File: src/rtl/gtp_link_pkg.sv
// Shared framing definitions for the GTP link: header layout, sync word and
// deframer/framer state encoding.
package gtp_link_pkg;

    localparam logic [15:0] SYNC_WORD_DEFAULT = 16'hA55A;
    localparam int          CNT_W_DEFAULT     = 16;

    // Header word layout: {sync[15:0], type[7:0], len[7:0]}
    localparam int SYNC_HI = 31;
    localparam int SYNC_LO = 16;
    localparam int TYPE_HI = 15;
    localparam int TYPE_LO = 8;
    localparam int LEN_HI  = 7;
    localparam int LEN_LO  = 0;

    typedef enum logic [1:0] {
        HUNT,
        PAYLOAD,
        CSUM,
        ABORT
    } link_state_t;

endpackage

File: src/rtl/gtp_rx_deframer.sv
// Recovers header-delimited frames from the RX FIFO word stream, strips header
// and checksum, flags bad or aborted frames on the last beat, counts events.
module gtp_rx_deframer
    import gtp_link_pkg::*;
#(
    parameter logic [15:0] SYNC_WORD = SYNC_WORD_DEFAULT,
    parameter int          TIMEOUT   = 1024,
    parameter int          CNT_W     = CNT_W_DEFAULT
) (
    input  logic             core_clk,
    input  logic             core_rst_n,
    input  logic [31:0]      s_tdata,
    input  logic             s_tvalid,
    output logic             s_tready,
    input  logic             s_tlast,
    output logic [31:0]      m_tdata,
    output logic             m_tvalid,
    input  logic             m_tready,
    output logic             m_tlast,
    output logic             m_tuser,
    output logic [7:0]       m_ttype,
    output logic [CNT_W-1:0] frame_cnt,
    output logic [CNT_W-1:0] csum_err_cnt,
    output logic [CNT_W-1:0] sync_err_cnt,
    output logic [CNT_W-1:0] abort_cnt,
    output logic             busy
);

    localparam int TMO_W = $clog2(TIMEOUT + 1);

    link_state_t      state;
    logic [7:0]       remaining;
    logic [31:0]      acc;
    logic [31:0]      hold;
    logic             hold_v;
    logic [TMO_W-1:0] tmo;

    logic out_free;
    logic accept;
    logic idle;
    logic tmo_expire;
    logic hdr_ok;
    logic csum_ok;

    // Framing is taken from the header length only.
    logic unused_tlast;
    assign unused_tlast = s_tlast;

    function automatic logic [CNT_W-1:0] sat_inc(input logic [CNT_W-1:0] v);
        return (&v) ? v : v + CNT_W'(1);
    endfunction

    // NOTE: every always_comb output gets a value on every path, so no latches.
    always_comb begin
        out_free   = !m_tvalid || m_tready;
        s_tready   = (state == HUNT) || ((state != ABORT) && out_free);
        accept     = s_tvalid && s_tready;
        idle       = s_tready && !s_tvalid;
        tmo_expire = idle && (tmo == TMO_W'(TIMEOUT - 1))
                     && ((state == PAYLOAD) || (state == CSUM));
        hdr_ok     = (s_tdata[SYNC_HI:SYNC_LO] == SYNC_WORD)
                     && (s_tdata[LEN_HI:LEN_LO] != 8'd0);
        csum_ok    = (s_tdata == acc);
        busy       = (state != HUNT);
    end

    // NOTE: sequential state uses non-blocking assignments only, so every read
    // in this block sees the value from before the clock edge.
    always_ff @(posedge core_clk or negedge core_rst_n) begin
        if (!core_rst_n) begin
            state        <= HUNT;
            remaining    <= 8'd0;
            acc          <= 32'd0;
            hold         <= 32'd0;
            hold_v       <= 1'b0;
            tmo          <= '0;
            m_tdata      <= 32'd0;
            m_tvalid     <= 1'b0;
            m_tlast      <= 1'b0;
            m_tuser      <= 1'b0;
            m_ttype      <= 8'd0;
            frame_cnt    <= '0;
            csum_err_cnt <= '0;
            sync_err_cnt <= '0;
            abort_cnt    <= '0;
        end else begin
            // Drain first; a load later in this block overrides it.
            if (m_tvalid && m_tready) m_tvalid <= 1'b0;

            unique case (state)
                HUNT: begin
                    if (accept) begin
                        if (hdr_ok) begin
                            m_ttype   <= s_tdata[TYPE_HI:TYPE_LO];
                            remaining <= s_tdata[LEN_HI:LEN_LO];
                            acc       <= s_tdata;
                            tmo       <= '0;
                            state     <= PAYLOAD;
                        end else begin
                            sync_err_cnt <= sat_inc(sync_err_cnt);
                        end
                    end
                end
                PAYLOAD: begin
                    if (accept) begin
                        acc       <= acc + s_tdata;
                        remaining <= remaining - 8'd1;
                        tmo       <= '0;
                        if (hold_v) begin
                            m_tdata  <= hold;
                            m_tvalid <= 1'b1;
                            m_tlast  <= 1'b0;
                            m_tuser  <= 1'b0;
                        end
                        hold   <= s_tdata;
                        hold_v <= 1'b1;
                        if (remaining == 8'd1) state <= CSUM;
                    end else if (tmo_expire) begin
                        if (hold_v) begin
                            state <= ABORT;
                        end else begin
                            abort_cnt <= sat_inc(abort_cnt);
                            state     <= HUNT;
                        end
                    end else if (idle) begin
                        tmo <= tmo + TMO_W'(1);
                    end
                end
                CSUM: begin
                    if (accept) begin
                        m_tdata  <= hold;
                        m_tvalid <= 1'b1;
                        m_tlast  <= 1'b1;
                        m_tuser  <= !csum_ok;
                        hold_v   <= 1'b0;
                        tmo      <= '0;
                        if (csum_ok) frame_cnt    <= sat_inc(frame_cnt);
                        else         csum_err_cnt <= sat_inc(csum_err_cnt);
                        state <= HUNT;
                    end else if (tmo_expire) begin
                        state <= ABORT;
                    end else if (idle) begin
                        tmo <= tmo + TMO_W'(1);
                    end
                end
                ABORT: begin
                    // Only reached with a held word; flush it as a flagged last beat.
                    if (out_free) begin
                        m_tdata   <= hold;
                        m_tvalid  <= 1'b1;
                        m_tlast   <= 1'b1;
                        m_tuser   <= 1'b1;
                        hold_v    <= 1'b0;
                        abort_cnt <= sat_inc(abort_cnt);
                        state     <= HUNT;
                    end
                end
                default: state <= HUNT;
            endcase
        end
    end

endmodule

File: config.mk
export PLATFORM = sky130hd
export DESIGN_NAME = gtp_rx_deframer
export DESIGN_NICKNAME = d
export VERILOG_FILES = /design/src/rtl/gtp_link_pkg.sv /design/src/rtl/gtp_rx_deframer.sv
export SDC_FILE = /design/constraint.sdc
export NUM_CORES = 1
export LEC_CHECK = 0
export ABC_AREA = 0
export CELL_PAD_IN_SITES_DETAIL_PLACEMENT = 1
export CELL_PAD_IN_SITES_GLOBAL_PLACEMENT = 2
export CORE_ASPECT_RATIO = 1.75
export CORE_MARGIN = 2
export CORE_UTILIZATION = 32
export DETAILED_ROUTE_END_ITERATION = 7
export PLACE_DENSITY_LB_ADDON = 0.1
export SYNTH_ARGS = -nofsm -noshare
export SYNTH_HDL_FRONTEND = slang
export SYNTH_SLANG_ARGS = --single-unit
File: constraint.sdc
create_clock -name core_clk -period 2.9 [get_ports core_clk]
set_clock_uncertainty 0.1 [all_clocks]
set_input_delay 0.29 -clock core_clk [delete_from_list [all_inputs] [get_ports core_clk]]
set_output_delay 0.29 -clock core_clk [all_outputs]
set_load 0.02 [all_outputs]
==> flow_summary.json <==
{
  "rows": 86,
  "crit_fanout": 3,
  "die_w_um": 138.2,
  "gp_congestion": 0.8640,
  "endpoint_kind": "flop",
  "path_class": "flop to flop",
  "initial_core_util_pct": 32.21,
  "synthToLayoutAreaGrowth_pct": 37.76,
  "mostFrequentLayoutCells": "dfrtp_1, buf_4, clkdlybuf4s50_1",
  "first_pass_iters": 4,
  "hold_viol": 0,
  "die_area_um2": 33010,
  "p_per_area_nw_per_um2": 998.4,
  "n_antenna_cell": 0,
  "overflow": 0,
  "track_usage_pct": 18.92,
  "layout-drive-gt1-share_pct": 24.74,
  "rsz0062_at_grt": "true",
  "nets": 1329,
  "post-route-period-util_pct": 95.56,
  "antenna_found_initial": 0,
  "wire_per_inst_um": 18.48,
  "post_drt_via_cell_ratio": 5.082,
  "cts_made_buffers": 17,
  "final_common_cell": "dfrtp_1",
  "drc_errors": 0,
  "yosys_warnings": 0,
  "dp_hpwl_mm": 23.68,
  "port_buffers": 144,
  "maxSlewViolCount": 0,
  "clkLatencyLatePin_ps": 450,
  "dominantRegCellSynth": "dfrtp_1",
  "clk_path_buf_depth": 2,
  "async_flop_share_pct": 100.0,
  "grt_max_degree": 64,
  "min_path_type": "input port to flop",
  "utilization_pct": 44.38,
  "ys_seq_area_share_pct": 47.88,
  "yosys.cell_types.count": 67,
  "place_inst": 1622,
  "maxSlewHeadroom_pct": 62.10,
  "cts_tree": "built",
  "cp-start-kind": "flop",
  "grt_pass1_vias": 9200,
  "grt_first_pass_wirelength_mm": 49.24,
  "io_pins": 146,
  "syn-num-nets": 1049,
  "worst_slew_pin_slew_ps": 568.5,
  "h-tree-depth": 4,
  "cts_sinks": 193,
  "drv_cap": 0,
  "wirelength_mm": 30.62,
  "placedInstanceArea_um2": 13080,
  "synth_edf_count": 0,
  "postSynthAreaPerCell_um2": 10.42,
  "core_area_um2": 31310,
  "setup_viol": 0,
  "cp_data_arrival_time_ps": 3010,
  "cts.clk_slew.worst_paths_ps": 70,
  "hold_ws_ps": 152.4,
  "syn-cell-area_um2": 10090,
  "status": "finished clean",
  "syn_inst": 968,
  "ant_nets": 0,
  "vias": 8421,
  "root_buffer": "clkbuf_16",
  "peakVddDrop_v": 0.0005151,
  "tns_ps": 0,
  "fin_area_um2": 13900,
  "ys_ff_latch": 193,
  "p_leak_nw": 6.086,
  "fmaxAchievable_ghz": 0.3609,
  "worst_ep_required_time_ps": 3140,
  "stdcell_count": 1657,
  "fin_crit_ps": 2771,
  "drt_iter0_drc": 208,
  "die_h_um": 238.9
}
## where the power goes
part / internal (mW) / switching (mW) / leakage [nW] / total (mW)
clock: 1.39 / 1.10 / 0.297 / 2.48
combinational: 3.57 / 3.69 / 3.35 / 7.26
sequential: 3.57 / 0.559 / 2.44 / 4.13
## cells in the mapped netlist, drive strengths merged, types with 3 or more instances
master	n	share of area, %
or3	5	0.31
xnor2	62	5.4
or2	3	0.19
dfrtp	193	48
a21oi	61	3.0
xor2	26	2.3
nand2b	8	0.50
mux2i	12	1.2
nor3	15	0.84
and2	8	0.51
nand2	102	3.8
nand4	25	1.6
o21a	5	0.37
nor2	42	1.6
a211oi	3	0.22
buf	15	0.67
clkbuf	25	0.97
and3	18	1.2
o21ai	76	3.8
a21o	9	0.67
nor2b	10	0.69
o31ai	8	0.60
o211ai	4	0.30
mux2	76	8.5
ha	43	5.3
o21bai	4	0.30
a31oi	7	0.43
nand3	32	1.6
nor4	12	0.74
inv	18	0.67
o22a	7	0.61
## state kept, by name, indices dropped and copies added (netlist names), 2 cells and up
name and flops:
m_ttype 8, abort_cnt 16, hold 32, remaining 8
frame_cnt 16, csum_err_cnt 16, tmo 11, acc 32
sync_err_cnt 16, m_tdata 32, state 2
## logic make-up (layout without fill, tap and decap cells)
| kind of cell | after synthesis | count (layout) | share of synthesized area [%] |
|---|---|---|---|
| flops | 193 | 193 | 47.88 |
| mux | 88 | 88 | 9.675 |
| compound gates | 203 | 203 | 12.13 |
| buf+inv | 58 | 351 | 2.307 |
| simple gates | 294 | 294 | 14.84 |
| fa+ha+maj | 44 | 44 | 5.532 |
| xor+xnor | 88 | 88 | 7.641 |
## per-stage QoR
stage               total power, mW  setup WS [ps]
finish                        13.87          128.8
global route                  14.90         -36.63
CTS                           13.98          6.444
detailed placement            11.32         -577.9
global placement              11.19         -537.7
floorplan                     8.152          143.3
## worst paths after layout
kind,cells after the start,to,slack (ps),start
setup / recovery,12,acc[24]$_DFFE_PN0P_,130,acc[0]$_DFFE_PN0P_
hold / removal,2,m_ttype[4]$_DFFE_PN0P_,150,s_tdata[12]
setup reg to reg,12,acc[24]$_DFFE_PN0P_,130,acc[0]$_DFFE_PN0P_
hold reg to reg,1,remaining[5]$_DFFE_PN0P_,380,remaining[5]$_DFFE_PN0P_
max in group asynchronous,3,sync_err_cnt[15]$_DFFE_PN0P_,1640,core_rst_n
min in group asynchronous,2,abort_cnt[10]$_DFFE_PN0P_,270,core_rst_n
## routing by layer
layer  share of wire [%]  GRT usage [%]  up-vias
li1                    -              -     4013
met1                  39          20.47     4269
met2                  57          36.83      106
met3                 1.9          2.905       33
met4                 2.3          6.895        0
met5                   0              0        -
## critical path, cell delays in order (launching register included)
cell	delay, ps
dfrtp_1	380
ha_1	230
fa_2	370
a21oi_2	170
o21ai_1	100
a21oi_1	250
o31ai_2	110
a21oi_2	190
o31ai_1	90
buf_4	150
a221oi_2	250
xnor2_1	100
o22a_1	160
## cell type report
cell class	count	area, µm²
Tap cell	396	495.5
Timing Repair Buffer	301	2679
Multi-Input combinational cell	717	5223
Clock inverter	12	155.1
Inverter	18	67.56
Clock buffer	20	446.7
Fill cell	3479	17420
Sequential cell	193	4830
## what timing repair did
item | in CTS | in global routing
resized for setup | 8 | 34
endpoints found under the setup margin | 14 | 29
pin swaps | 3 | 6
hold buffers | 1 | 0
setup buffers | 1 | 1
hold endpoints to repair | 59 | 0
Power figures use the tool's default switching activity.
